===== src/rtl/binary_mul_pkg.sv =====
// Shared widths, operand/product types and adder-tree sizing helpers for the
// Baugh-Wooley 16x16 signed multiplier.
package binary_mul_pkg;

  localparam int OP_W     = 16;
  localparam int PROD_W   = 31;
  localparam int PP_ROWS  = 16;
  localparam int ROW_W    = 4;
  localparam int TREE_OPS = PP_ROWS + 1;

  typedef logic [OP_W-1:0]   operand_t;
  typedef logic [PROD_W-1:0] product_t;

  // Baugh-Wooley correction: +2^16 and +2^31; the 2^31 term falls outside the 31-bit product
  localparam product_t BW_CORR = product_t'(1) << OP_W;

  function automatic int csaNext(input int n);
    return 2 * (n / 3) + (n % 3);
  endfunction

  function automatic int lvlCount(input int l);
    int n;
    n = TREE_OPS;
    for (int k = 0; k < l; k++) n = csaNext(n);
    return n;
  endfunction

  function automatic int treeLevels();
    int n;
    int l;
    n = TREE_OPS;
    l = 0;
    while (n > 2) begin
      n = csaNext(n);
      l++;
    end
    return l;
  endfunction

  localparam int TREE_LVLS = treeLevels();

endpackage


===== src/rtl/binary_mul_pp_row.sv =====
// One Baugh-Wooley partial-product row: A gated by a single bit of B, with the
// sign-position terms inverted, then shifted left by the row index.
module binary_mul_pp_row
  import binary_mul_pkg::*;
(
  input  operand_t         i_a,
  input  logic             i_b,
  input  logic [ROW_W-1:0] i_row,
  output product_t         o_row
);

  logic [OP_W-1:0] w_bits;
  logic            w_last;

  // The last row inverts every term except a15*b15; all other rows invert only a15*bj
  always_comb begin
    w_bits = i_a & {OP_W{i_b}};
    w_last = (i_row == ROW_W'(PP_ROWS - 1));
    if (w_last) begin
      w_bits[OP_W-2:0] = ~w_bits[OP_W-2:0];
    end else begin
      w_bits[OP_W-1] = ~w_bits[OP_W-1];
    end
  end

  assign o_row = product_t'(w_bits) << i_row;

endmodule


===== src/rtl/binary_mul_16_1_bi.sv =====
// Signed 16x16 Baugh-Wooley multiplier: row array, carry-save tree, ripple CPA and
// a registered 31-bit product. Define BINARY_MUL_INREG_EN to add input registers.
module binary_mul_16_1_bi
  import binary_mul_pkg::*;
(
  input  logic        clk,
  input  logic        rst_n,
  input  logic        en,
  input  logic [15:0] A,
  input  logic [15:0] B,
  output logic [30:0] P
);

  operand_t w_a;
  operand_t w_b;

`ifdef BINARY_MUL_INREG_EN
  operand_t r_a;
  operand_t r_b;

  always_ff @(posedge clk or negedge rst_n) begin
    if (!rst_n) begin
      r_a <= '0;
      r_b <= '0;
    end else if (en) begin
      r_a <= A;
      r_b <= B;
    end
  end

  assign w_a = r_a;
  assign w_b = r_b;
`else
  assign w_a = A;
  assign w_b = B;
`endif

  product_t w_pp  [PP_ROWS];
  product_t w_lvl [TREE_LVLS+1][TREE_OPS];

  for (genvar j = 0; j < PP_ROWS; j++) begin : g_row
    binary_mul_pp_row u_row (
      .i_a   (w_a),
      .i_b   (w_b[j]),
      .i_row (ROW_W'(j)),
      .o_row (w_pp[j])
    );
    assign w_lvl[0][j] = w_pp[j];
  end
  assign w_lvl[0][PP_ROWS] = BW_CORR;

  // Each level compresses groups of three operands into sum + shifted carry; leftovers pass through
  for (genvar l = 0; l < TREE_LVLS; l++) begin : g_lvl
    localparam int N  = lvlCount(l);
    localparam int G  = N / 3;
    localparam int R  = N % 3;
    localparam int NN = 2 * G + R;

    for (genvar g = 0; g < G; g++) begin : g_csa
      assign w_lvl[l+1][2*g] = w_lvl[l][3*g] ^ w_lvl[l][3*g+1] ^ w_lvl[l][3*g+2];
      assign w_lvl[l+1][2*g+1] = ((w_lvl[l][3*g] & w_lvl[l][3*g+1]) |
                                  (w_lvl[l][3*g] & w_lvl[l][3*g+2]) |
                                  (w_lvl[l][3*g+1] & w_lvl[l][3*g+2])) << 1;
    end

    for (genvar r = 0; r < R; r++) begin : g_pass
      assign w_lvl[l+1][2*G+r] = w_lvl[l][3*G+r];
    end

    for (genvar k = NN; k < TREE_OPS; k++) begin : g_zero
      assign w_lvl[l+1][k] = '0;
    end
  end

  product_t w_x;
  product_t w_y;
  product_t w_c;
  product_t w_prod;

  // Final ripple-carry adder; the carry out of bit 30 is dropped (modulo 2^31)
  always_comb begin
    w_x    = w_lvl[TREE_LVLS][0];
    w_y    = w_lvl[TREE_LVLS][1];
    w_c    = '0;
    w_prod = '0;
    for (int i = 0; i < PROD_W - 1; i++) begin
      w_prod[i]  = w_x[i] ^ w_y[i] ^ w_c[i];
      w_c[i+1]   = (w_x[i] & w_y[i]) | (w_x[i] & w_c[i]) | (w_y[i] & w_c[i]);
    end
    w_prod[PROD_W-1] = w_x[PROD_W-1] ^ w_y[PROD_W-1] ^ w_c[PROD_W-1];
  end

  product_t r_p;

  always_ff @(posedge clk or negedge rst_n) begin
    if (!rst_n) begin
      r_p <= '0;
    end else if (en) begin
      r_p <= w_prod;
    end
  end

  assign P = r_p;

endmodule


===== config.mk =====
export PLATFORM = sky130hd
export DESIGN_NAME = binary_mul_16_1_bi
export DESIGN_NICKNAME = d
export VERILOG_FILES = /design/src/rtl/binary_mul_pkg.sv /design/src/rtl/binary_mul_pp_row.sv /design/src/rtl/binary_mul_16_1_bi.sv
export SDC_FILE = /design/constraint.sdc
export NUM_CORES = 1
export LEC_CHECK = 0
export BUFFER_PORTS_ARGS = -buffer_cell sky130_fd_sc_hd__buf_2
export CORE_MARGIN = 4
export CORE_UTILIZATION = 40
export DETAILED_ROUTE_END_ITERATION = 6
export SYNTH_ARGS = -nofsm -noshare
export SYNTH_HDL_FRONTEND = slang
export SYNTH_SLANG_ARGS = --single-unit

===== constraint.sdc =====
create_clock -name clk -period 1.1 [get_ports clk]
set_clock_uncertainty 0.2 [all_clocks]
set_input_delay 0.055 -clock clk [delete_from_list [all_inputs] [get_ports clk]]
set_output_delay 0.055 -clock clk [all_outputs]
set_load 0.005 [all_outputs]

==> results.md <==
* Total number of vias at 6,001
* Area growth from synthesis to layout at 19.2%
* Multiplexer share of the synthesized area at 0.0346
* Slew Viols, Final at 0
* Die area at 24,600 µm²
* Leak at 0.00519 µW
* Vias per cell at 4.72
* RSZ-0062 raised after global routing: true
* Non-Filler Instances at 1,271
* Reg2reg end: P[2]$_DFFE_PN0P_
* Int Pwr at 15,000 µW
* Crit Reg-Reg Startpoint: P[2]$_DFFE_PN0P_
* Violated checks: setup timing
* Comb pwr share at 0.870
* Dpl hpwl at 18,000 µm
* Final worst-path cycle share at 9.42
* Number of library cell types mapped by synthesis at 17
* Synthesized Nets at 1,214
* Core box area at 21,800 µm²
* H-Tree Level Count at 2
* CTS tree: built
* Final wirelength at 21,400 µm
* Die width at 157 µm
* Hold endpoint: P[22]$_DFFE_PN0P_
* Clock root cell: clkbuf_16
* Post-synthesis sequential area ratio at 0.0874
* Synth warn at 0
* Number of global-route vias before repair at 6,656
* WHS Path Cells at 3
* Flop pwr share at 0.082
* WL/cell at between 15 and 20 µm
* Fill cells at about 2,100
* CTS max path bufs at 2
* Arrival @ worst endpoint at 10.33 ns
* Initial antenna violation count at 1
* #FFs+latches synth at 31
* Net Sw Power at 12,900 µW
* CP startpoint kind: primary input
* Post-synthesis compound-gate area fraction at 0.00113
* Multi-input gate area at 7400 µm²
* Area share of fa/ha/maj cells after synthesis at 0.595
* Crit path required time at 1.06 ns
* Final worst path period need at 10.36 ns
* Number of I/O pins at 66
* Clk sinks at 31
* Final-report setup violation count at 30
* Antenna cells at 0
* Slew at the pin with the worst max-slew slack at 0.270 ns
* Gpl congestion at 0.861
* Most frequent cells in the layout: inv_1, fa_1, and2_1
* DRT iter0 DRCs at approximately 150
* CP max stage delay at 0.55 ns
* Hold Path Origin: en
* Crit path top cell by count: fa_2
* Crit path max fanout at 5
* Initial core utilization at 0.407
* WS Path Type: primary input to flop
* Max Fclk at 0.0965 GHz
* Mean Syn Cell Area at 9.98 µm²
* Worst slew margin at 0.820
* Xor and xnor area share after synthesis at 0.00494
* Clock power frac at 0.048
* Switch share at 0.461
* Clk_lat worst skew at 0.28 ns
* First-pass GRT wire length at 35,100 µm
* Register Area at 776 µm²
* Final antenna-violating net count at 0
* Clock transition at path regs at 0.06 ns
* Status: finished, violations left
* TritonRoute pass-1 iters at 4
* Net count, final at between 1,000 and 1,500
* Slack of the critical path at -9.26 ns
* Max IR drop VDD at roughly 0.0027 V
* Global route overflow at 0
* Layout cells sized above 1 at 0.224
* Largest family of logic cells by synthesized area: adder cells
* R2R depth at 1
* R2R setup slack at 0.12 ns
* Max reg flops at 31
* Worst Setup End Kind: flop
* Final Hold Vio Count at 0
* Synth Area in Simple Gates at 0.160
* Critical path's slowest cell: fa_1
* IO buf count at between 60 and 70
* Drt drc at 0
* Mapped Area at about 9000 µm²
* Gr usage total at 0.186
* CTS buffer count at 5
* Post-Synthesis Cells at roughly 890
* Max-cap violations at 0
* Die Height at 157 µm
* Pwr/cell area at 2640 nW/µm²
* # rows at 54
* Pre-CTS setup slack at -9.80 ns
* Hold Path Class: primary input to flop
* Leading cell type in the layout, fill and taps excluded: inv_1
* Dpl cells at 1,253
* Largest net degree at the start of global routing at 32
[worst max-delay path by stage]
stage	slack [ns]	cells after the start	to	start
floorplan	-9.37	38	P[29]$_DFFE_PN0P_	B[4]
global placement	-9.63	38	P[29]$_DFFE_PN0P_	A[2]
detailed placement	-9.80	41	P[30]$_DFFE_PN0P_	A[2]
CTS	-9.35	41	P[30]$_DFFE_PN0P_	A[2]
global route	-9.59	41	P[30]$_DFFE_PN0P_	A[2]
finish	-9.26	41	P[30]$_DFFE_PN0P_	A[2]
[synthesized netlist by cell type (all sizes together)]
master	number	share of area
nand3	1	0.00056
mux2i	16	0.018
xnor2	4	0.0039
mux2	13	0.016
and2	180	0.13
dfrtp	31	0.087
buf	4	0.0025
ha	70	0.099
inv	239	0.10
fa	220	0.50
a21oi	1	0.00056
nand2	75	0.032
xor2	1	0.00099
o21ai	1	0.00056
clkbuf	32	0.014
nor2	1	0.00042
[per-layer routing]
| metal | wire length [µm] | track usage | share of wire | vias up |
|---|---|---|---|---|
| met3 | 931 | 0.0245 | 0.044 | 24 |
| li1 | - | - | - | 2708 |
| met2 | 11900 | 0.349 | 0.55 | 92 |
| met1 | 8280 | 0.234 | 0.39 | 3175 |
| met5 | 20 | 0 | 0.00094 | - |
| met4 | 276 | 0.0269 | 0.013 | 2 |
[logic make-up (layout without fill, tap and decap cells)]
group | after synthesis | in the layout
and+or+nand+nor | 257 | 257
xor gates and xnor gates | 5 | 5
buffers and inverters | 275 | 377
adders and majority gates | 290 | 290
DFF | 31 | 31
muxes | 29 | 29
AOI/OAI and AO/OA | 2 | 2
[stage by stage]
stage	total power (µW)	util	area [µm²]	hold slack [ns]	TNS, ns
finish	27900	0.485	10600	0.0215	-152.66
global route	32200	0.485	10600	0.0409	-157.50
CTS	28100	0.476	10400	-0.00350	-153.90
detailed placement	26100	0.457	9970	-0.177	-166.89
global placement	25400	0.457	9970	-0.183	-164.03
floorplan	19400	-	9110	-0.441	-156.76
[critical path, delay by kind of cell]
kind | cells | cell delay, ns
fa+ha+maj | 28 | 9.14
buf+inv | 8 | 0.53
xor+xnor | 3 | 0.39
simple gates | 1 | 0.13
compound gates | 1 | 0.08
[power groups by stage]
stage / sequential, µW / clock [µW] / combinational, µW
6_report: 2300 / 1340 / 24300
3_5_place_dp: 2310 / 0 / 23800
3_3_place_gp: 2310 / 0 / 23100
4_1_cts: 2300 / 1380 / 24400
2_1_floorplan: 2330 / 0 / 17100
5_1_grt: 2370 / 1450 / 28300
[layout make-up]
type | count | share of cell area
Multi-Input combinational cell | 583 | 0.700
Timing Repair Buffer | 130 | 0.0956
Inverter | 239 | 0.0848
Sequential cell | 31 | 0.0734
Tap cell | 280 | 0.0331
Clock buffer | 7 | 0.0125
Clock inverter | 1 | 0.000473
[timing repair]
action	CTS	global route
setup endpoints to repair	29	32
hold endpoints to repair	33	0
pin swaps	13	12
resized for setup	62	31
hold buffers	2	0
setup buffers	8	1
Note: power is estimated with default switching activity, not from simulation.
